<file path="config.mk">
export PLATFORM = sky130hd
export DESIGN_NAME = load_store_fsm_flat
export DESIGN_NICKNAME = d
export VERILOG_FILES = /design/src/rtl/load_store_fsm_if.sv /design/src/rtl/load_store_fsm.sv /design/src/flat_wrapper.sv
export SDC_FILE = /design/constraint.sdc
export NUM_CORES = 1
export LEC_CHECK = 0
export ABC_AREA = 1
export BUFFER_PORTS_ARGS = -buffer_cell sky130_fd_sc_hd__buf_2
export CORE_MARGIN = 2
export CORE_UTILIZATION = 46
export CTS_CLUSTER_SIZE = 10
export DETAILED_ROUTE_END_ITERATION = 10
export GPL_ROUTABILITY_DRIVEN = 0
export GPL_TIMING_DRIVEN = 0
export PLACE_DENSITY = 0.74
export SLEW_MARGIN = 0
export SYNTH_ARGS = -nofsm -noshare
export SYNTH_HDL_FRONTEND = slang
export SYNTH_SLANG_ARGS = --single-unit
</file>
<file path="constraint.sdc">
create_clock -name clock -period 1.4 [get_ports clock]
set_clock_uncertainty 0.05 [all_clocks]
set_input_delay 0.07 -clock clock [delete_from_list [all_inputs] [get_ports clock]]
set_output_delay 0.07 -clock clock [all_outputs]
set_load 0.005 [all_outputs]
</file>
<file path="src/rtl/load_store_fsm_if.sv">
// Control bundle between the instruction-fetch/memory side (master) and the
// LOAD/STORE sequencer (slave).
interface load_store_fsm_if;
    logic [3:0] FSM_start;
    logic [5:0] param1;
    logic [5:0] param2;
    logic       MFC;
    logic [5:0] register_addr;
    logic       bus_register_input_en;
    logic       bus_register_out_en;
    logic       MAR_address_in_en;
    logic       MDR_bus_data_in_en;
    logic       MDR_bus_data_out_en;
    logic       EN;
    logic       R_W;
    logic       done;
    logic       busy;
    logic       mem_error;

    modport master (
        output FSM_start, param1, param2, MFC,
        input  register_addr, bus_register_input_en, bus_register_out_en,
               MAR_address_in_en, MDR_bus_data_in_en, MDR_bus_data_out_en,
               EN, R_W, done, busy, mem_error
    );

    modport slave (
        input  FSM_start, param1, param2, MFC,
        output register_addr, bus_register_input_en, bus_register_out_en,
               MAR_address_in_en, MDR_bus_data_in_en, MDR_bus_data_out_en,
               EN, R_W, done, busy, mem_error
    );
endinterface

</file>
<file path="src/rtl/load_store_fsm.sv">
// LOAD/STORE memory-access sequencer: drives bus, register file, MAR/MDR and
// the EN/R_W/MFC handshake, with a bounded wait for MFC.
module load_store_fsm #(
    parameter logic [3:0] LOAD_CODE   = 4'd5,
    parameter logic [3:0] STORE_CODE  = 4'd6,
    parameter int         MFC_TIMEOUT = 16
) (
    input logic             clock,
    input logic             reset,
    load_store_fsm_if.slave bus
);
    localparam int CNT_W = $clog2(MFC_TIMEOUT) + 1;
    localparam logic [CNT_W-1:0] CNT_LAST = CNT_W'(MFC_TIMEOUT - 1);
    localparam logic [CNT_W-1:0] CNT_MAX  = {CNT_W{1'b1}};

    typedef enum logic [2:0] {
        S_IDLE, S_ADDR, S_DATA, S_MEM, S_WB, S_DONE
    } state_t;

    state_t           state_q, state_d;
    logic             is_store_q, is_store_d;
    logic [5:0]       p1_q, p1_d;
    logic [5:0]       p2_q, p2_d;
    logic [CNT_W-1:0] cnt_q, cnt_d;
    logic             mem_error_q, mem_error_d;

    always_ff @(posedge clock or negedge reset) begin
        if (!reset) begin
            state_q     <= S_IDLE;
            is_store_q  <= 1'b0;
            p1_q        <= '0;
            p2_q        <= '0;
            cnt_q       <= '0;
            mem_error_q <= 1'b0;
        end else begin
            state_q     <= state_d;
            is_store_q  <= is_store_d;
            p1_q        <= p1_d;
            p2_q        <= p2_d;
            cnt_q       <= cnt_d;
            mem_error_q <= mem_error_d;
        end
    end

    always_comb begin
        state_d     = state_q;
        is_store_d  = is_store_q;
        p1_d        = p1_q;
        p2_d        = p2_q;
        cnt_d       = cnt_q;
        mem_error_d = mem_error_q;
        case (state_q)
            S_IDLE: begin
                if (bus.FSM_start == LOAD_CODE || bus.FSM_start == STORE_CODE) begin
                    state_d     = S_ADDR;
                    is_store_d  = (bus.FSM_start == STORE_CODE);
                    p1_d        = bus.param1;
                    p2_d        = bus.param2;
                    mem_error_d = 1'b0;
                end
            end
            S_ADDR: begin
                state_d = is_store_q ? S_DATA : S_MEM;
                cnt_d   = '0;
            end
            S_DATA: begin
                state_d = S_MEM;
                cnt_d   = '0;
            end
            S_MEM: begin
                // MFC wins over a timeout landing on the same edge.
                if (bus.MFC) begin
                    state_d = is_store_q ? S_DONE : S_WB;
                end else if (cnt_q == CNT_LAST) begin
                    state_d     = S_DONE;
                    mem_error_d = 1'b1;
                end else if (cnt_q != CNT_MAX) begin
                    cnt_d = cnt_q + CNT_W'(1);
                end
            end
            S_WB:    state_d = S_DONE;
            S_DONE:  state_d = S_IDLE;
            default: state_d = S_IDLE;
        endcase
    end

    // Moore output decode; everything idles at 0 so the top level can OR FSMs.
    always_comb begin
        bus.register_addr         = '0;
        bus.bus_register_input_en = 1'b0;
        bus.bus_register_out_en   = 1'b0;
        bus.MAR_address_in_en     = 1'b0;
        bus.MDR_bus_data_in_en    = 1'b0;
        bus.MDR_bus_data_out_en   = 1'b0;
        bus.EN                    = 1'b0;
        bus.R_W                   = 1'b0;
        bus.done                  = 1'b0;
        bus.busy                  = (state_q != S_IDLE);
        case (state_q)
            S_ADDR: begin
                bus.register_addr       = p2_q;
                bus.bus_register_out_en = 1'b1;
                bus.MAR_address_in_en   = 1'b1;
            end
            S_DATA: begin
                bus.register_addr       = p1_q;
                bus.bus_register_out_en = 1'b1;
                bus.MDR_bus_data_in_en  = 1'b1;
            end
            S_MEM: begin
                bus.EN  = 1'b1;
                bus.R_W = !is_store_q;
            end
            S_WB: begin
                bus.register_addr         = p1_q;
                bus.MDR_bus_data_out_en   = 1'b1;
                bus.bus_register_input_en = 1'b1;
            end
            S_DONE:  bus.done = 1'b1;
            default: ;
        endcase
    end

    assign bus.mem_error = mem_error_q;
endmodule
</file>
<file path="src/flat_wrapper.sv">
// flat-port wrapper written by rule: the top's interface ports become plain ports
module load_store_fsm_flat 
#(
    parameter logic [3:0] LOAD_CODE   = 4'd5,
    parameter logic [3:0] STORE_CODE  = 4'd6,
    parameter int         MFC_TIMEOUT = 16
)
  (clock, reset, bus_FSM_start, bus_param1, bus_param2, bus_MFC, bus_register_addr, bus_bus_register_input_en, bus_bus_register_out_en, bus_MAR_address_in_en, bus_MDR_bus_data_in_en, bus_MDR_bus_data_out_en, bus_EN, bus_R_W, bus_done, bus_busy, bus_mem_error);
  load_store_fsm_if bus_i ();
  input logic clock;
  input logic reset;
  input wire logic [$bits(bus_i.FSM_start)-1:0] bus_FSM_start;
  input wire logic [$bits(bus_i.param1)-1:0] bus_param1;
  input wire logic [$bits(bus_i.param2)-1:0] bus_param2;
  input wire logic [$bits(bus_i.MFC)-1:0] bus_MFC;
  output wire logic [$bits(bus_i.register_addr)-1:0] bus_register_addr;
  output wire logic [$bits(bus_i.bus_register_input_en)-1:0] bus_bus_register_input_en;
  output wire logic [$bits(bus_i.bus_register_out_en)-1:0] bus_bus_register_out_en;
  output wire logic [$bits(bus_i.MAR_address_in_en)-1:0] bus_MAR_address_in_en;
  output wire logic [$bits(bus_i.MDR_bus_data_in_en)-1:0] bus_MDR_bus_data_in_en;
  output wire logic [$bits(bus_i.MDR_bus_data_out_en)-1:0] bus_MDR_bus_data_out_en;
  output wire logic [$bits(bus_i.EN)-1:0] bus_EN;
  output wire logic [$bits(bus_i.R_W)-1:0] bus_R_W;
  output wire logic [$bits(bus_i.done)-1:0] bus_done;
  output wire logic [$bits(bus_i.busy)-1:0] bus_busy;
  output wire logic [$bits(bus_i.mem_error)-1:0] bus_mem_error;
  assign bus_i.FSM_start = bus_FSM_start;
  assign bus_i.param1 = bus_param1;
  assign bus_i.param2 = bus_param2;
  assign bus_i.MFC = bus_MFC;
  assign bus_register_addr = bus_i.register_addr;
  assign bus_bus_register_input_en = bus_i.bus_register_input_en;
  assign bus_bus_register_out_en = bus_i.bus_register_out_en;
  assign bus_MAR_address_in_en = bus_i.MAR_address_in_en;
  assign bus_MDR_bus_data_in_en = bus_i.MDR_bus_data_in_en;
  assign bus_MDR_bus_data_out_en = bus_i.MDR_bus_data_out_en;
  assign bus_EN = bus_i.EN;
  assign bus_R_W = bus_i.R_W;
  assign bus_done = bus_i.done;
  assign bus_busy = bus_i.busy;
  assign bus_mem_error = bus_i.mem_error;
  load_store_fsm #(.LOAD_CODE(LOAD_CODE), .STORE_CODE(STORE_CODE), .MFC_TIMEOUT(MFC_TIMEOUT)) u_core (.clock(clock), .reset(reset), .bus(bus_i));
endmodule
</file>
Word level (Yosys, flattened, before mapping)
Index checks and enable logic that the tools add are counted.
{"block": "totals", "ff_bits": 22, "latchBits": 0, "mem_bits_rw": 0, "romBits": 0, "out_inout_bits": 16, "mem_count": 0}
{"block": "classes", "addsub": 1, "multipliers": 0, "div_mod_pow": 0, "n_lt_le_gt_ge": 0, "n_eq_ne": 15, "shifts": 0, "n_mux": 22, "bitwise": 0, "n_reduce_logical": 12}
{"op": "two-way mux 5 bit", "n": 3}
{"op": "one-hot mux 3 bit (5 select lines)", "n": 1}
{"op": "two-way mux 1 bit", "n": 12}
{"op": "one-hot mux 6 bit (2 select lines)", "n": 1}
{"op": "one-hot mux 5 bit (2 select lines)", "n": 1}
{"op": "two-way mux 3 bit", "n": 3}
{"op": "equality test 4 x 3 -> 1 bit (second input constant)", "n": 2}
{"op": "AND reduction 4 bit", "n": 2}
{"op": "equality test 3 x 2 -> 1 bit (second input constant)", "n": 2}
{"op": "equality test 3 bit (second input constant)", "n": 2}
{"op": "inequality test 2 x 1 -> 1 bit (second input constant)", "n": 3}
{"op": "adder 5 x 1 -> 5 bit (second input constant)", "n": 1}
{"op": "equality test 5 x 4 -> 1 bit (second input constant)", "n": 1}
{"op": "inequality test 5 bit (second input constant)", "n": 1}
{"op": "inequality test 2 bit (second input constant)", "n": 2}
{"op": "AND reduction 2 bit", "n": 2}
{"op": "nonzero test 2 bit", "n": 2}
{"op": "OR reduction 2 bit", "n": 2}
{"op": "equality test 3 x 1 -> 1 bit (second input constant)", "n": 1}
{"op": "logical NOT 3 bit", "n": 1}
{"op": "inequality test 3 x 2 -> 1 bit (second input constant)", "n": 1}
{"op": "nonzero test 3 bit", "n": 1}
{"op": "one-hot mux 1 bit (2 select lines)", "n": 1}
{"op": "logical NOT 1 bit", "n": 1}
{"op": "logical OR 1 bit", "n": 1}

Depth between registers and ports, before layout
{"block": "depth", "depth_word": 5, "ltp_mapped": 9, "depth_no_buf": 9}

Least setup slack after synthesis
Ideal clock, no wire load.
{"block": "synth_timing", "path_type": "reg-to-reg", "start": "register u_core.cnt_q[0]", "end": "register u_core.cnt_q[1]", "arrival_ns": 1.357, "required_ns": 1.229, "path_slack_ns": -0.128, "stages_incl_launch_ff": 9, "path_buffers": 0, "period_less_slack_ns": 1.528, "path_cell_list": "dfrtp_1 ha_1 nand2_1 nor2_1 ha_1 nor2_1 nand3_4 nand3_1 o21ai_1"}
{"block": "synth_between", "elab_chain_cells": 5, "elab_cells_between_ends": 10}
{"element": "from (decl)", "line": "load_store_fsm.sv:24", "rtl": "logic [CNT_W-1:0] cnt_q, cnt_d;"}
{"element": "from (signal assigned)", "line": "load_store_fsm.sv:40", "rtl": "cnt_q <= cnt_d;"}
{"element": "adder 5 x 1 -> 5 bit", "line": "load_store_fsm.sv:78", "rtl": "cnt_d = cnt_q + CNT_W'(1);"}
{"element": "two-way mux 5 bit", "line": "load_store_fsm.sv:77", "rtl": "end else if (cnt_q != CNT_MAX) begin"}
{"element": "two-way mux 5 bit", "line": "load_store_fsm.sv:74", "rtl": "end else if (cnt_q == CNT_LAST) begin"}
{"element": "two-way mux 5 bit", "line": "load_store_fsm.sv:72", "rtl": "if (bus.MFC) begin"}
{"element": "one-hot mux 5 bit (2 select lines)", "line": "load_store_fsm.sv:52", "rtl": "case (state_q)"}
Parallel ways exist; a longest one is shown, timed or not. The select of a mux whose other input is x is not followed.
A chain may end at the register's enable or synchronous reset.

Worst setup path in the final report
{"block": "layout_timing", "start": "register u_core.state_q[1]", "end": "output bus_done"}
{"block": "layout_between", "elab_chain_cells": 2}
{"element": "from (decl)", "line": "load_store_fsm.sv:20", "rtl": "state_t state_q, state_d;"}
{"element": "from (signal assigned)", "line": "load_store_fsm.sv:36", "rtl": "state_q <= state_d;"}
{"element": "equality test 3 bit", "line": "load_store_fsm.sv:99", "rtl": "case (state_q)"}
{"element": "two-way mux 1 bit", "line": "load_store_fsm.sv:99"}
{"element": "to (decl)", "line": "flat_wrapper.sv:24", "rtl": "output wire logic [$bits(bus_i.done)-1:0] bus_done;"}
Every way passes these cells.

==> out/metrics.csv <==
metric,value,unit
nets,259,
syn_nets,186,
ys_ff_latch,22,
p_leak,1.08,nW
synth_area_leaders,"dfrtp_1 (43%), nand2_1 (21%), inv_1 (4.4%), nand3_1 (4.3%), o21ai_0 (3.2%)",
seqPwrFrac,28.8,%
portBuffers,34,
cts_root_buf,clkbuf_4,
viasPerCell,5.11,
rr_worst_depth,8,
synthToLayoutAreaGrowth,59.9,%
clk_pin_slew_worst_paths,0.14,ns
setup_viol,28,
status,finished with violations,
ctsHtreeMaxLevel,1,
power.internal,2.15,mW
core,2690,µm²
fillers,177,
grt_pass1_vias,1321,
violations,negative setup slack,
rsz0062_at_grt,yes,
totalWireLength,3760,µm
antenna_found_initial,0,
p_comb_share,57.6,%
finalPower,3.73,mW
finalCriticalPeriod,1.52,ns
drc,0,
layout-drive-gt1-share,43.6,%
synthCells,164,
pre_cts_ws,-0.159,ns
n_antenna_cell,0,
tightest_slew,0.527,ns
hold_viol_final,0,
dr.pass1.iters,4,
seq_area_frac_synth,43.4,%
dieArea,3190,µm²
drt_iter0_drc,61,
p_per_area,1840,nW/µm²
cts_tree,yes,
grt_start_max_net_pins,23,
postPlaceCellArea,1500,µm²
dpl.cell_count,229,
worstPathArrival,1.40,ns
tns,-1.74,ns
slew_headroom,64.9,%
fin_ws,-0.121,ns
finalInstanceArea,2030,µm²
fin_cells,267,
clk_latency,0.33,ns
fmax,658,MHz
die_x,56.5,µm
track_usage,22.9,%
grt_pass1_wl,5720,µm
hold_class,primary input to register,
cp.required,1.28,ns
clockPowerShare,13.6,%
cts_inserted_buffers,3,
swShare,42.5,%
overflow,0,
start_util,47.2,%
p_sw,1.59,mW
worstPathMaxFanout,7,
post-route-period-util,109,%
hold_slack,0.00368,ns
cp-start-kind,register,
finish.utilization,75.5,%
yosysWarnings,0,
pin_count,35,
drv_slew,0,
syn_area_per_cell,7.73,µm²
cts.sinks,22,
drv_cap,0,
yosysTopAreaCell,dfrtp_1,
hold_depth,4,
synth.distinct_cells,24,
syn_area,1270,µm²
postRouteAntennaNets,0,
yosysTopAreaCellShare,43.4,%
die_h,56.5,µm
vias,1364,
clockBufferDepth,2,
vdd_ir_drop_max,1300,µV
post_drt_wl_per_cell,14.1,µm
floorplan.rows,19,
worstSetupEndpointType,output pin,
dp_hpwl,2020,µm
worstSetupPathType,register to output pin,
worst max-delay path, cell delays in order, from the launching register on:
cell and delay, ns:
dfrtp_1 0.40, buf_6 0.15, buf_4 0.13, buf_6 0.11
nor3_4 0.15, buf_2 0.14
worst paths after layout:
kind	start	end	slack, ns
worst min-delay path	bus_MFC	u_core.bus.mem_error$_DFFE_PN0P_	0.004
worst max register to register	u_core.state_q[0]$_DFFE_PN0P_	u_core.p1_q[1]$_DFFE_PN0P_	-0.09
worst max-delay path	u_core.state_q[1]$_DFFE_PN0P_	bus_done	-0.12
min in group asynchronous	reset	u_core.cnt_q[4]$_DFFE_PN0P_	0.17
max in group asynchronous	reset	u_core.state_q[2]$_DFFE_PN0P_	0.73
worst min register to register	u_core.bus.mem_error$_DFFE_PN0P_	u_core.bus.mem_error$_DFFE_PN0P_	0.45
power by group through the flow:
stage	sequential [mW]	clock [mW]	combinational, mW
finish	1.07	0.506	2.15
global route	1.10	0.535	2.34
CTS	1.04	0.500	1.75
detailed placement	1.06	0	1.28
global placement	1.05	0	1.26
floorplan	1.02	0	0.914
repair_timing:
action                     4_1_cts  5_1_grt
resized for setup               40       16
pin swaps                       14        8
hold endpoints to repair        35        0
setup buffers                   11        8
setup endpoints to repair       20       32
cloned                           0        1
hold buffers                    14        0
cells in the mapped netlist:
library cell  count
buf_4             1
buf_6             2
buf_8             1
clkinv_4          1
dfrtp_1          22
ha_1              3
inv_1            15
inv_2             1
inv_4             1
nand2_1          71
nand2_2           3
nand2_4           1
nand3_1          11
nand3_2           1
nand3_4           2
nand3b_1          1
nand4_1           2
nor2_1           10
nor2_4            2
nor2_8            1
nor3_1            1
nor3b_1           1
o21ai_0           8
o21ai_1           2
final cells by class:
type / instances / area, µm² / share of cell area, %
plain buffers: 4 / 48.8 / 2.41
repair buffers: 68 / 492 / 24.3
multi-input cells: 120 / 744 / 36.7
inverters: 18 / 97.6 / 4.81
well taps: 31 / 38.8 / 1.91
clock buffers: 3 / 22.5 / 1.11
flip-flops and latches: 22 / 553 / 27.3
clock inverters: 1 / 30.0 / 1.48
kinds of logic (layout without fill, tap and decap cells):
kind of cell	count (synthesis)	count (layout)	share of synthesized area (%)
buffers and inverters	22	94	9.48
and+or+nand+nor	107	107	40.2
adders and majority gates	3	3	2.96
AOI/OAI and AO/OA	10	10	3.95
DFF	22	22	43.4
flip-flops by register name (all words and copies together) (netlist names):
| signal | cells |
|---|---|
| u_core.bus.mem_error | 1 |
| u_core.state_q | 3 |
| u_core.is_store_q | 1 |
| u_core.cnt_q | 5 |
| u_core.p1_q | 6 |
| u_core.p2_q | 6 |
per-layer routing:
metal	wire length [µm]	GRT usage [%]	vias up
li1	-	-	657
met1	1410	26.3	645
met2	2110	42.7	53
met3	176	3.00	9
met4	67	8.16	0
met5	0	0	-
cells in the final DEF (no fill, tap or decap):
cell	count
nand2_1	68
buf_2	32
dfrtp_1	20
buf_4	15
dlygate4sd3_1	14
buf_6	10
inv_1	10
nor2_1	6
nand3_1	6
nand3_4	5
o21ai_2	5
nand2_4	4
nor2_4	4
inv_4	3
o21ai_1	3
nand2_2	3
nand3_2	3
clkbuf_4	3
clkinv_4	2
nor2_2	2
nand4_1	2
o21ai_0	2
ha_4	2
dfrtp_2	2
inv_6	1
inv_2	1
inv_8	1
nor2_8	1
nor3_4	1
buf_8	1
nor3b_1	1
nand3b_1	1
ha_2	1
bufinv_16	1
Note: power is estimated with default switching activity, not from simulation.
